File: config.mk
export PLATFORM = sky130hd
export DESIGN_NAME = relu_stream
export DESIGN_NICKNAME = d
export VERILOG_FILES = /design/src/rtl/relu_stream.sv
export SDC_FILE = /design/constraint.sdc
export NUM_CORES = 1
export LEC_CHECK = 0
export CAP_MARGIN = 40
export CORE_ASPECT_RATIO = 1.25
export CORE_MARGIN = 1.5
export CORE_UTILIZATION = 40
export DETAILED_ROUTE_END_ITERATION = 10
export HOLD_SLACK_MARGIN = 0.1
export SLEW_MARGIN = 20
export SYNTH_ARGS = -nofsm -noshare
export SYNTH_HDL_FRONTEND = slang
export SYNTH_SLANG_ARGS = --single-unit
File: constraint.sdc
create_clock -name clk -period 5.2 [get_ports clk]
set_input_delay 1.04 -clock clk [delete_from_list [all_inputs] [get_ports clk]]
set_output_delay 1.04 -clock clk [all_outputs]
set_load 0.05 [all_outputs]
File: src/rtl/relu_stream.sv
// ---------------------------------------------------------------------------
// relu_stream
//
// Purpose:
//   AXI-Stream stage that sits in front of the pooling block. Each incoming
//   beat carries L packed signed int8 activations. Each lane is clamped at
//   zero (ReLU), and the beat then passes through a registered two-entry
//   skid buffer. The stage also frames a layer: it counts beats against
//   Flen*Flen*(num_INCH/L), regenerates TLAST on the final beat, and reports
//   completion through a level start / done handshake.
//
// Ports:
//   clk, rstn         clock, asynchronous active-low reset
//   S_AXIS_*          upstream (conv) stream; TLAST is ignored
//   M_AXIS_*          downstream (pool) stream; TLAST regenerated per layer
//   relu_start        level request from the configuration register block
//   relu_done         high while the finished layer is being acknowledged
//   Flen, num_INCH    feature-map side and channel count, latched at start
// ---------------------------------------------------------------------------
module relu_stream #(
   parameter int C_S00_AXIS_TDATA_WIDTH = 32,
   parameter int CNT_W                  = 21
) (
   input  logic                                clk,
   input  logic                                rstn,
   output logic                                S_AXIS_TREADY,
   input  logic [C_S00_AXIS_TDATA_WIDTH-1:0]   S_AXIS_TDATA,
   input  logic [C_S00_AXIS_TDATA_WIDTH/8-1:0] S_AXIS_TKEEP,
   input  logic                                S_AXIS_TUSER,
   input  logic                                S_AXIS_TLAST,
   input  logic                                S_AXIS_TVALID,
   input  logic                                M_AXIS_TREADY,
   output logic                                M_AXIS_TUSER,
   output logic [C_S00_AXIS_TDATA_WIDTH-1:0]   M_AXIS_TDATA,
   output logic [C_S00_AXIS_TDATA_WIDTH/8-1:0] M_AXIS_TKEEP,
   output logic                                M_AXIS_TLAST,
   output logic                                M_AXIS_TVALID,
   input  logic                                relu_start,
   output logic                                relu_done,
   input  logic [5:0]                          Flen,
   input  logic [8:0]                          num_INCH
);

   localparam int W  = C_S00_AXIS_TDATA_WIDTH;
   localparam int L  = W / 8;
   // One buffer entry holds {last, user, keep, data}.
   localparam int EW = W + L + 2;

   localparam logic [1:0] ST_IDLE = 2'd0;
   localparam logic [1:0] ST_RUN  = 2'd1;
   localparam logic [1:0] ST_DONE = 2'd2;

   // ------------------------------------------------------------------
   // State
   // ------------------------------------------------------------------
   logic [1:0]       state_q,   state_d;
   logic [CNT_W-1:0] total_q,   total_d;
   logic [CNT_W-1:0] in_cnt_q,  in_cnt_d;
   logic [CNT_W-1:0] out_cnt_q, out_cnt_d;
   logic [1:0]       occ_q,     occ_d;
   logic [EW-1:0]    ent0_q,    ent0_d;   // head entry, drives M_AXIS
   logic [EW-1:0]    ent1_q,    ent1_d;   // second (skid) entry

   // ------------------------------------------------------------------
   // Layer size. 6x6 bits gives a 12-bit square, times a 9-bit group
   // count gives 21 bits, which holds 63*63*127 without overflow.
   // ------------------------------------------------------------------
   logic [11:0]      flen_sq;
   logic [8:0]       groups;
   logic [20:0]      total_wide;
   logic [CNT_W-1:0] total_calc;

   assign flen_sq    = {6'd0, Flen} * {6'd0, Flen};
   assign groups     = num_INCH / 9'(L);
   assign total_wide = {9'd0, flen_sq} * {12'd0, groups};
   assign total_calc = CNT_W'(total_wide);

   // ------------------------------------------------------------------
   // ReLU per lane: negative bytes become zero, others pass unchanged.
   // ------------------------------------------------------------------
   logic [W-1:0] relu_data;

   genvar gi;
   generate
      for (gi = 0; gi < L; gi++) begin : g_lane
         assign relu_data[gi*8 +: 8] = S_AXIS_TDATA[gi*8+7] ? 8'h00
                                                             : S_AXIS_TDATA[gi*8 +: 8];
      end
   endgenerate

   // ------------------------------------------------------------------
   // Handshakes. TREADY is built only from registers so upstream never
   // sees a combinational path from its own TVALID.
   // ------------------------------------------------------------------
   logic          accept;
   logic          emit;
   logic          in_last;
   logic          final_emit;
   logic [EW-1:0] in_ent;

   assign S_AXIS_TREADY = (state_q == ST_RUN) && (occ_q != 2'd2) && (in_cnt_q < total_q);
   assign accept        = S_AXIS_TREADY & S_AXIS_TVALID;
   assign M_AXIS_TVALID = (occ_q != 2'd0);
   assign emit          = M_AXIS_TVALID & M_AXIS_TREADY;

   // TLAST is decided when the beat enters, so it travels with its data.
   assign in_last    = (in_cnt_q == total_q - CNT_W'(1));
   assign final_emit = emit && (out_cnt_q == total_q - CNT_W'(1));
   assign in_ent     = {in_last, S_AXIS_TUSER, S_AXIS_TKEEP, relu_data};

   assign {M_AXIS_TLAST, M_AXIS_TUSER, M_AXIS_TKEEP, M_AXIS_TDATA} = ent0_q;
   assign relu_done = (state_q == ST_DONE);

   // Upstream TLAST carries no meaning here; framing is regenerated.
   logic unused_tlast;
   assign unused_tlast = S_AXIS_TLAST;

   // ------------------------------------------------------------------
   // Control FSM and beat counters
   // ------------------------------------------------------------------
   always_comb begin
      state_d   = state_q;
      total_d   = total_q;
      in_cnt_d  = in_cnt_q;
      out_cnt_d = out_cnt_q;
      case (state_q)
         ST_IDLE: begin
            if (relu_start) begin
               total_d   = total_calc;
               in_cnt_d  = '0;
               out_cnt_d = '0;
               // An empty layer completes without moving any beats.
               state_d   = (total_calc == '0) ? ST_DONE : ST_RUN;
            end
         end
         ST_RUN: begin
            if (accept) begin
               in_cnt_d = in_cnt_q + CNT_W'(1);
            end
            if (emit) begin
               out_cnt_d = out_cnt_q + CNT_W'(1);
            end
            if (final_emit) begin
               state_d = ST_DONE;
            end
         end
         ST_DONE: begin
            // Wait for the start level to drop so a held start cannot
            // immediately launch another layer.
            if (!relu_start) begin
               state_d = ST_IDLE;
            end
         end
         default: begin
            state_d = ST_IDLE;
         end
      endcase
   end

   // ------------------------------------------------------------------
   // Two-entry skid buffer, FIFO order, head always in ent0.
   // The head is zeroed when it drains so idle outputs read as zero.
   // ------------------------------------------------------------------
   always_comb begin
      occ_d  = occ_q;
      ent0_d = ent0_q;
      ent1_d = ent1_q;
      if (state_q == ST_IDLE) begin
         occ_d  = 2'd0;
         ent0_d = '0;
         ent1_d = '0;
      end else begin
         case ({accept, emit})
            2'b10: begin
               if (occ_q == 2'd0) begin
                  ent0_d = in_ent;
               end else begin
                  ent1_d = in_ent;
               end
               occ_d = occ_q + 2'd1;
            end
            2'b01: begin
               if (occ_q == 2'd2) begin
                  ent0_d = ent1_q;
               end else begin
                  ent0_d = '0;
               end
               ent1_d = '0;
               occ_d  = occ_q - 2'd1;
            end
            2'b11: begin
               // Occupancy unchanged: the head leaves and the new beat
               // takes its place (or queues behind the skid entry).
               if (occ_q == 2'd2) begin
                  ent0_d = ent1_q;
                  ent1_d = in_ent;
               end else begin
                  ent0_d = in_ent;
               end
            end
            default: begin
            end
         endcase
      end
   end

   // ------------------------------------------------------------------
   // Registers
   // ------------------------------------------------------------------
   always_ff @(posedge clk or negedge rstn) begin
      if (!rstn) begin
         state_q   <= ST_IDLE;
         total_q   <= '0;
         in_cnt_q  <= '0;
         out_cnt_q <= '0;
         occ_q     <= 2'd0;
         ent0_q    <= '0;
         ent1_q    <= '0;
      end else begin
         state_q   <= state_d;
         total_q   <= total_d;
         in_cnt_q  <= in_cnt_d;
         out_cnt_q <= out_cnt_d;
         occ_q     <= occ_d;
         ent0_q    <= ent0_d;
         ent1_q    <= ent1_d;
      end
   end

endmodule

# Word level (Yosys, flattened, before mapping)
# Index checks and enable logic that the tools add are counted.
# totals
regBits	143
inputBits	58
output_inout_bits	41
wordCells	75
# op_classes
n_addsub	5
mul	2
n_lt_le_gt_ge	1
eq_ne	17
muxes	25
bitwise	2
n_reduce_logical	16
# ops
operator	n
$mux 38	7
$pmux 38 s3	2
$pmux 21 s2	2
$mux 21	3
$add 21x1->21 const B	2
$eq 21x21->1	2
$mux 7	4
$logic_not 21->1	1
$lt 21x21->1	1
$sub 21x1->21 const B	1
$mul 12x7->19	1
$mul 6x6->12	1
$ne 2x2->1 const B	6
$reduce_and 3->1	4
$mux 2	5
$ne 3x3->1 const B	3
$eq 2x2->1 const B	4
$pmux 2 s3	1
$eq 2x1->1 const B	2
$logic_not 2->1	2
$pmux 2 s2	1
$reduce_and 2->1	2
$reduce_bool 2->1	2
$reduce_bool 4->1	1
other kinds (5)	8

# Longest topological paths before layout
# Gate-level depths: netlist (run 1).
# logic_depth
ltp_word	7
depth_mapped	32
depth_no_buf	31

# Worst setup path after synthesis (run 1)
# OpenSTA, ideal clock, no wires.
# synth_path
path_kind	in2reg
start	input Flen[0]
end	register state_q[0]
setup_time_ps	134
arrival_time_ps	7912
required_time_ps	5066
path_slack_ps	-2846
stages	29
n_path_buf	1
cell_sequence	clkbuf_1 > nand2_1 > fa_1 > inv_1 > ha_1 > a21oi_1 > fa_1 > inv_1 > ha_1 > a21oi_1 > o21bai_1 > a21oi_1 > xnor2_1 > and2_1 > fa_1 > inv_1 > fa_1 > fa_1 > inv_1 > fa_1 > ha_1 > a2111oi_0 > o21ai_0 > a41oi_1 > nor4_1 > a311oi_1 > and3_1 > and4_1 > o22ai_1
# synth_between
elab_chain_len	6
# synth_rtl
element	line_no	text
from (decl)	40	input logic [5:0] Flen,
$mul 6x6->12	73	assign flen_sq = {6'd0, Flen} * {6'd0, Flen};
$mul 12x7->19	75	assign total_wide = {9'd0, flen_sq} * {12'd0, groups};
$logic_not 21->1	133	state_d = (total_calc == '0) ? ST_DONE : ST_RUN;
$mux 2	133	
$mux 2	128	if (relu_start) begin
$pmux 2 s3	126	case (state_q)
to (signal assigned)	220	state_q <= state_d;
to (decl)	56	logic [1:0] state_q, state_d;
# No other way between the ends. The select of a mux whose other input is x is not followed.
# A chain may end at the register's enable or synchronous reset.

# Worst setup path in the final report (run 1)
# layout_path
start	input Flen[3]
end	register state_q[0]
# The elaborated chain is that of the path after synthesis.

==> results of run 1 <==
[routing by layer]
layer	track usage	vias to the layer above	part of all wire
met2	0.390	189	0.54
li1	-	4540	-
met4	0.0758	0	0.023
met1	0.241	4589	0.40
met3	0.0277	39	0.033
met5	0	-	0
[where the power goes]
group	internal, uW	total (uW)	switching, uW
combinational	3400	7010	3610
sequential	1320	1540	217
clock	688	1170	480
total	5410	9720	4310
[worst reg2reg max path, stage by stage, from the launching register on]
cell and delay (ns):
dfrtp_1 0.49, inv_1 0.13, ha_1 0.33, a21o_1 0.16, a21o_1 0.18, a21oi_1 0.18
nand2_1 0.06, o21ai_0 0.41, a21oi_1 0.18, nor2_1 0.30, ha_1 0.29, nor2b_1 0.16
a221oi_1 0.38, nor2_2 0.24, buf_4 0.28, a22o_1 0.27
[cells in the mapped netlist, types with 3 or more instances]
cell type    n
and2_1      72
nor2_1      81
xnor3_1      3
dfrtp_1    133
or3_1       10
buf_1        4
o2111ai_1    3
or4_1        9
o41ai_1      9
o211ai_1    10
nand2b_1    16
o21bai_1     6
nor3_1      13
nand4_1     16
inv_1       90
and4_1       5
a211oi_1    37
buf_4        5
nor2b_1     41
a31oi_1      6
o21ai_0     53
o21a_1       5
mux2i_1      6
a2111oi_0    3
clkbuf_1    52
a22oi_1     36
nand2_1     88
a21oi_1     34
a21o_1      12
xor2_1      27
nor4b_1      3
fa_1        50
o311ai_0    10
nand3_1     29
a22o_1      34
and3_1       7
nor4_1       9
ha_1        78
xnor2_1     60
[logic make-up after synthesis]
logic type                 count (synthesis)  share of synthesized area
AOI/OAI and AO/OA                        273                      0.177
xor gates and xnor gates                  91                     0.0780
adders and majority gates                128                      0.181
buffers and inverters                    153                     0.0550
DFF                                      133                      0.304
muxes                                      7                    0.00652
other                                      1                   0.000343
and+or+nand+nor                          411                      0.198
[area by class of cell]
cell class,count,area (sq um),share of cell area
Tap cell,345,432,0.0303
Timing Repair Buffer,211,1910,0.134
Clock buffer,19,453,0.0318
Sequential cell,133,3330,0.234
Multi-Input combinational cell,914,7660,0.538
Inverter,90,338,0.0237
Clock inverter,13,123,0.00861
[sequential cells by signal, indices dropped and copies added (netlist names)]
| name | cells |
|---|---|
| ent0_q | 34 |
| ent1_q | 34 |
| in_cnt_q | 21 |
| occ_q | 2 |
| out_cnt_q | 21 |
| state_q | 2 |
| total_q | 19 |
[how the worst max path moves through the flow]
stage          startpoint                      to  slack [ns]  cells after the start
2_1_floorplan     Flen[0]  state_q[0]$_DFFE_PN0P_       -2.10                     29
3_3_place_gp      Flen[1]  state_q[0]$_DFFE_PN0P_       -3.01                     30
3_5_place_dp      Flen[1]  state_q[0]$_DFFE_PN0P_       -3.09                     29
4_1_cts           Flen[0]  state_q[0]$_DFFE_PN0P_       -2.17                     29
5_1_grt           Flen[3]  state_q[0]$_DFFE_PN0P_       -2.28                     29
6_report          Flen[3]  state_q[0]$_DFFE_PN0P_       -2.07                     29
[cell usage in the layout (no fill, tap or decap), types with 10 or more instances in the layout]
cell             instances
xnor2_1                 51
clkdlybuf4s50_1         84
clkbuf_16               17
a21o_1                  12
or3_1                   10
a22oi_1                 36
o21ai_0                 37
nor2b_1                 39
a22o_1                  34
xor2_1                  23
ha_1                    63
buf_4                  108
o211ai_1                10
nand2b_1                16
buf_6                   14
a211oi_1                35
nand3_1                 29
dfrtp_1                133
nand2_1                 81
nor3_1                  13
nor2_1                  75
inv_1                   83
and2_1                  63
a21oi_1                 23
o21ai_1                 12
nand4_1                 16
fa_1                    48
ha_4                    14
[through the flow]
step | utilization | total power (uW) | setup TNS (ns) | std cells
finish | 0.531 | 9720 | -22.52 | 1725
detailed placement | 0.488 | 7340 | -37.53 | 1671
CTS | 0.522 | 9150 | -22.48 | 1715
global route | 0.531 | 10400 | -25.79 | 1725
global placement | 0.486 | 7270 | -36.18 | 1669
floorplan | - | 5300 | -21.87 | 1200
[repair_timing]
item | CTS | global route
setup endpoints to repair | 16 | 15
hold endpoints to repair | 0 | 0
hold buffers | 0 | 0
buffers inserted | 14 | 11
pin swaps | 52 | 60
gates resized for setup | 87 | 36
==> impl_metrics.tcl, run 1 <==
set metrics [dict create \
    holdCritPathClass "input pin to asynchronous set/reset pin" \
    worst_pin_slew_ns 0.762 \
    fmax_ghz 0.138 \
    grt_pass1_vias 9418 \
    crit_top_cell "fa_1" \
    hold_viol 0 \
    fillers 2440 \
    syn-instance-count 1197 \
    final_nets 1553 \
    drive_gt1_frac 0.191 \
    timing.rr.start "total_q[10]$_DFFE_PN0P_" \
    grt_pass1_wl_mm 47.3 \
    finalWorstSetupSlack_ns -2.07 \
    ctsLongestPathBuffers 2 \
    failed_checks "negative setup slack" \
    num_vias 9357 \
    crit_slowest_cell "fa_1" \
    critPathRequiredTime_ns 5.49 \
    final_area_sq_um 14200 \
    antenna_found_initial 0 \
    syn_avg_cell_area_sq_um 9.14 \
    synth_area_sq_um 10900 \
    cp-start-kind "input pin" \
    synth_area_leaders "dfrtp_1, fa_1, ha_1" \
    maxCapViolations 0 \
    r2r-end "ent1_q[0]$_DFFE_PN0P_" \
    synth_area_leader_cell "dfrtp_1" \
    core-area_sq_um 26800 \
    endpoint_kind "flip-flop" \
    period_share 1.40 \
    fin_worst_skew_ns 0.00843 \
    worstSetupPathType "input pin to flip-flop" \
    synthDistinctLibCells 67 \
    drtIter0Drc 418 \
    slowest_delay_ns 0.54 \
    routedWlPerCell_um 16.8 \
    num_rows 67 \
    reg2regPathDepth 15 \
    ys_warn_count 0 \
    wirelength_mm 29.0 \
    overflow 0 \
    synthArstFlopShare 1.00 \
    die_y_um 188 \
    hold_slack_ns 0.479 \
    setup_violations 15 \
    rsz0062_at_grt "true" \
    synth_top_area_frac 0.304 \
    ant_nets 0 \
    first_pass_iters 5 \
    worst_ir_drop_vdd_v 0.000614 \
    arrival_ns 7.56 \
    place.gp.congestion 0.889 \
    die_w_um 151 \
    fin_crit_ns 7.27 \
    cts_tree "done" \
    cellLeakagePower_uw 0.00635 \
    crit_buf_inv 5 \
    track_usage 0.210 \
    slew_headroom 0.487 \
    io_buffers 91 \
    grt_start_max_net_pins 71 \
    postPlaceCellArea_sq_um 13100 \
    synth_seq_area_share 0.304 \
    power_density_nw_per_um2 682 \
    ys_ff_latch 133 \
    reg2reg_slack_ns 1.04 \
    die_area_sq_um 28400 \
    cts_sinks 133 \
    antenna_cells 0 \
    critPathTopFamily "adder cells" \
    area_growth_pct 30.2 \
    h-tree-depth 4 \
    routed_via_density 5.42 \
    slew_viol_final 0 \
    insertion_delay_ns 0.43 \
    synth_edf_count 0 \
    dp_worst_setup_slack_ns -3.09 \
    drc 0 \
    status "finished, violations left" \
    place_hpwl_mm 22.1 \
    cts_buffers 17 \
    synth_ff_type "dfrtp_1" \
    clk_pin_slew_ns 0.06 \
    path_max_fanout 4 \
    ioPinCount 99 \
    clockRootBuffer "clkbuf_16" \
    floorplan.initialDensity 0.408 \
]
(Power assumes the default switching activity.)
==> run 2: changes to the inputs <==
Settings changed: CTS_CLUSTER_DIAMETER from default to 200.
==> results of run 2 <==
No change in the layout: final DEF, timing and power equal those of run 1.
==> run 3: changes to the inputs <==
Settings changed: CORE_UTILIZATION 40 to 60, PLACE_DENSITY from default to 0.83, SLEW_MARGIN 20 to default.
==> run 3 against run 2 <==
Effect of this change:
- clock-buffer cell count down 1
- critical endpoint unchanged
- cell count shrank 6.4%
- flip-flop and latch count did not move
- largest cell class unchanged
- sequential power about the same
- fmax is 8.0% lower
- combinational power increased by 21%
- the run still ends with negative setup slack left
- hold slack gained 0.033 ns
- first-iteration DRC count rose by 100%
- setup slack lost 0.64 ns
- largest power group unchanged
- non-clock buffer count grew 7
- register-to-register slack improved by 0.03 ns
- via count up 8.2%
==> impl_metrics.tcl, run 3 (same netlist as run 1, synthesis figures left out) <==
set metrics [dict create \
    status "finished, violations left" \
    failed_checks "negative setup slack" \
    path_max_fanout 4 \
    crit_top_cell "fa_1" \
    holdBufCountCts 0 \
    hold_slack_ns 0.512 \
    place.gp.congestion 0.969 \
    wirelength_mm 32.7 \
    core-area_sq_um 18000 \
    worst_ir_drop_vdd_v 0.00108 \
    p_sw_frac 0.468 \
    pwr-share-comb 0.756 \
    die_w_um 124 \
    drtIter0Drc 854 \
    fin_worst_skew_ns 0.00862 \
    floorplan.initialDensity 0.609 \
    finalNonFillerCells 1615 \
    reg_top3 "ent0_q: 34 flops, ent1_q: 34 flops" \
    worstSetupPathType "input pin to flip-flop" \
    drc 0 \
    fin_util 0.794 \
    num_rows 55 \
    period_share 1.52 \
    endpoint_kind "flip-flop" \
    pwr-share-clk 0.105 \
    final_cell_mix "dfrtp_1, buf_4, clkdlybuf4s50_1, inv_1, nand2_1" \
    setup_violations 15 \
    p_sw_uw 5230 \
    cts_sinks 133 \
    final_area_sq_um 14300 \
    startpoint "Flen[2]" \
    cp-start-kind "input pin" \
    ioPinCount 99 \
    ctsLongestPathBuffers 2 \
    insertion_delay_ns 0.43 \
    timing.rr.start "total_q[10]$_DFFE_PN0P_" \
    reg2regPathDepth 15 \
    hold_viol 0 \
    die_area_sq_um 19100 \
    place_hpwl_mm 21.3 \
    grt_pass1_vias 10500 \
    ant_nets 0 \
    grt_start_max_net_pins 92 \
    cts_tree "done" \
    final_nets 1560 \
    area_growth_pct 30.4 \
    seq_power_share 0.138 \
    track_usage 0.330 \
    rsz0062_at_grt "true" \
    worst_pin_slew_ns 0.836 \
    slew_viol_final 0 \
    drive_gt1_frac 0.208 \
    fillers 1108 \
    fin_crit_ns 7.90 \
    finalWorstSetupSlack_ns -2.70 \
    antenna_found_initial 0 \
    postPlaceCellArea_sq_um 13000 \
    overflow 0 \
    holdCritPathClass "flip-flop to flip-flop" \
    hold_start "ent1_q[17]$_DFFE_PN0P_" \
    routed_via_density 6.27 \
    final_common_cell "dfrtp_1" \
    dp.cells 1559 \
    fmax_ghz 0.127 \
    cellLeakagePower_uw 0.00640 \
    cts_buffers 17 \
    num_vias 10126 \
    first_pass_iters 7 \
    io_buffers 91 \
    critPathRequiredTime_ns 5.50 \
    slowest_delay_ns 0.57 \
    antenna_cells 0 \
    slew_headroom 0.443 \
    grt_pass1_wl_mm 49.4 \
    die_y_um 154 \
    whs_path_depth 1 \
    maxCapViolations 0 \
    crit_slowest_cell "fa_1" \
    p_int_uw 5950 \
    clk_pin_slew_ns 0.07 \
    routedWlPerCell_um 20.2 \
    h-tree-depth 4 \
    arrival_ns 8.20 \
    clockRootBuffer "clkbuf_16" \
    power_density_nw_per_um2 783 \
]
==> run 3: what timing repair did <==
action	in CTS	in global routing
endpoints found under the setup margin	16	16
setup buffers	13	15
resized for setup	73	73
pin swaps	37	64
==> run 3: metal layers <==
layer,track usage,up-vias,part of all wire
met2,0.581,429,0.52
li1,-,4560,-
met4,0.189,0,0.068
met3,0.0519,174,0.051
met5,0,-,0
met1,0.371,4963,0.36
==> run 3: area by class of cell <==
class                   instances  area [sq um]  area share
flip-flops and latches        133          3330       0.233
multi-input cells             914          7810       0.548
inverters                      90           338      0.0237
clock buffers                  18           439      0.0308
well taps                     228           285      0.0200
repair buffers                218          1930       0.135
clock inverters                14           135     0.00947
==> run 3: stage by stage <==
step	setup WS (ns)	setup TNS, ns	power (uW)
after floorplan	-2.10	-21.87	5300
after global placement	-2.91	-36.20	7310
after detailed placement	-3.11	-38.79	7460
after CTS	-2.19	-24.28	9400
after global routing	-2.81	-31.51	11700
final	-2.70	-29.22	11200
==> run 3: power groups by stage <==
stage / logic (uW) / registers (uW) / clock network [uW]
floorplan: 3330 / 1970 / 0
global placement: 5780 / 1530 / 0
detailed placement: 5910 / 1550 / 0
CTS: 6680 / 1540 / 1180
global route: 8890 / 1570 / 1230
finish: 8450 / 1540 / 1180
==> run 3: worst max-delay path: cells and delay by family <==
kind / cells / cell delay (ns)
AO/OA/AOI/OAI: 4 / 0.86
XOR/XNOR: 4 / 0.57
adder cells (fa/ha/maj): 8 / 3.65
buffers and inverters: 7 / 0.67
AND/OR/NAND/NOR: 8 / 1.38
==> run 3: worst paths after layout <==
path / end / slack, ns
setup / recovery: state_q[0]$_DFFE_PN0P_ / -2.70
hold / removal: ent1_q[17]$_DFFE_PN0P_ / 0.51
setup reg to reg: ent1_q[24]$_DFFE_PN0P_ / 1.07
hold reg to reg: ent1_q[17]$_DFFE_PN0P_ / 0.51
max in group asynchronous: ent1_q[8]$_DFFE_PN0P_ / 3.40
min in group asynchronous: in_cnt_q[4]$_DFFE_PN0P_ / 0.70
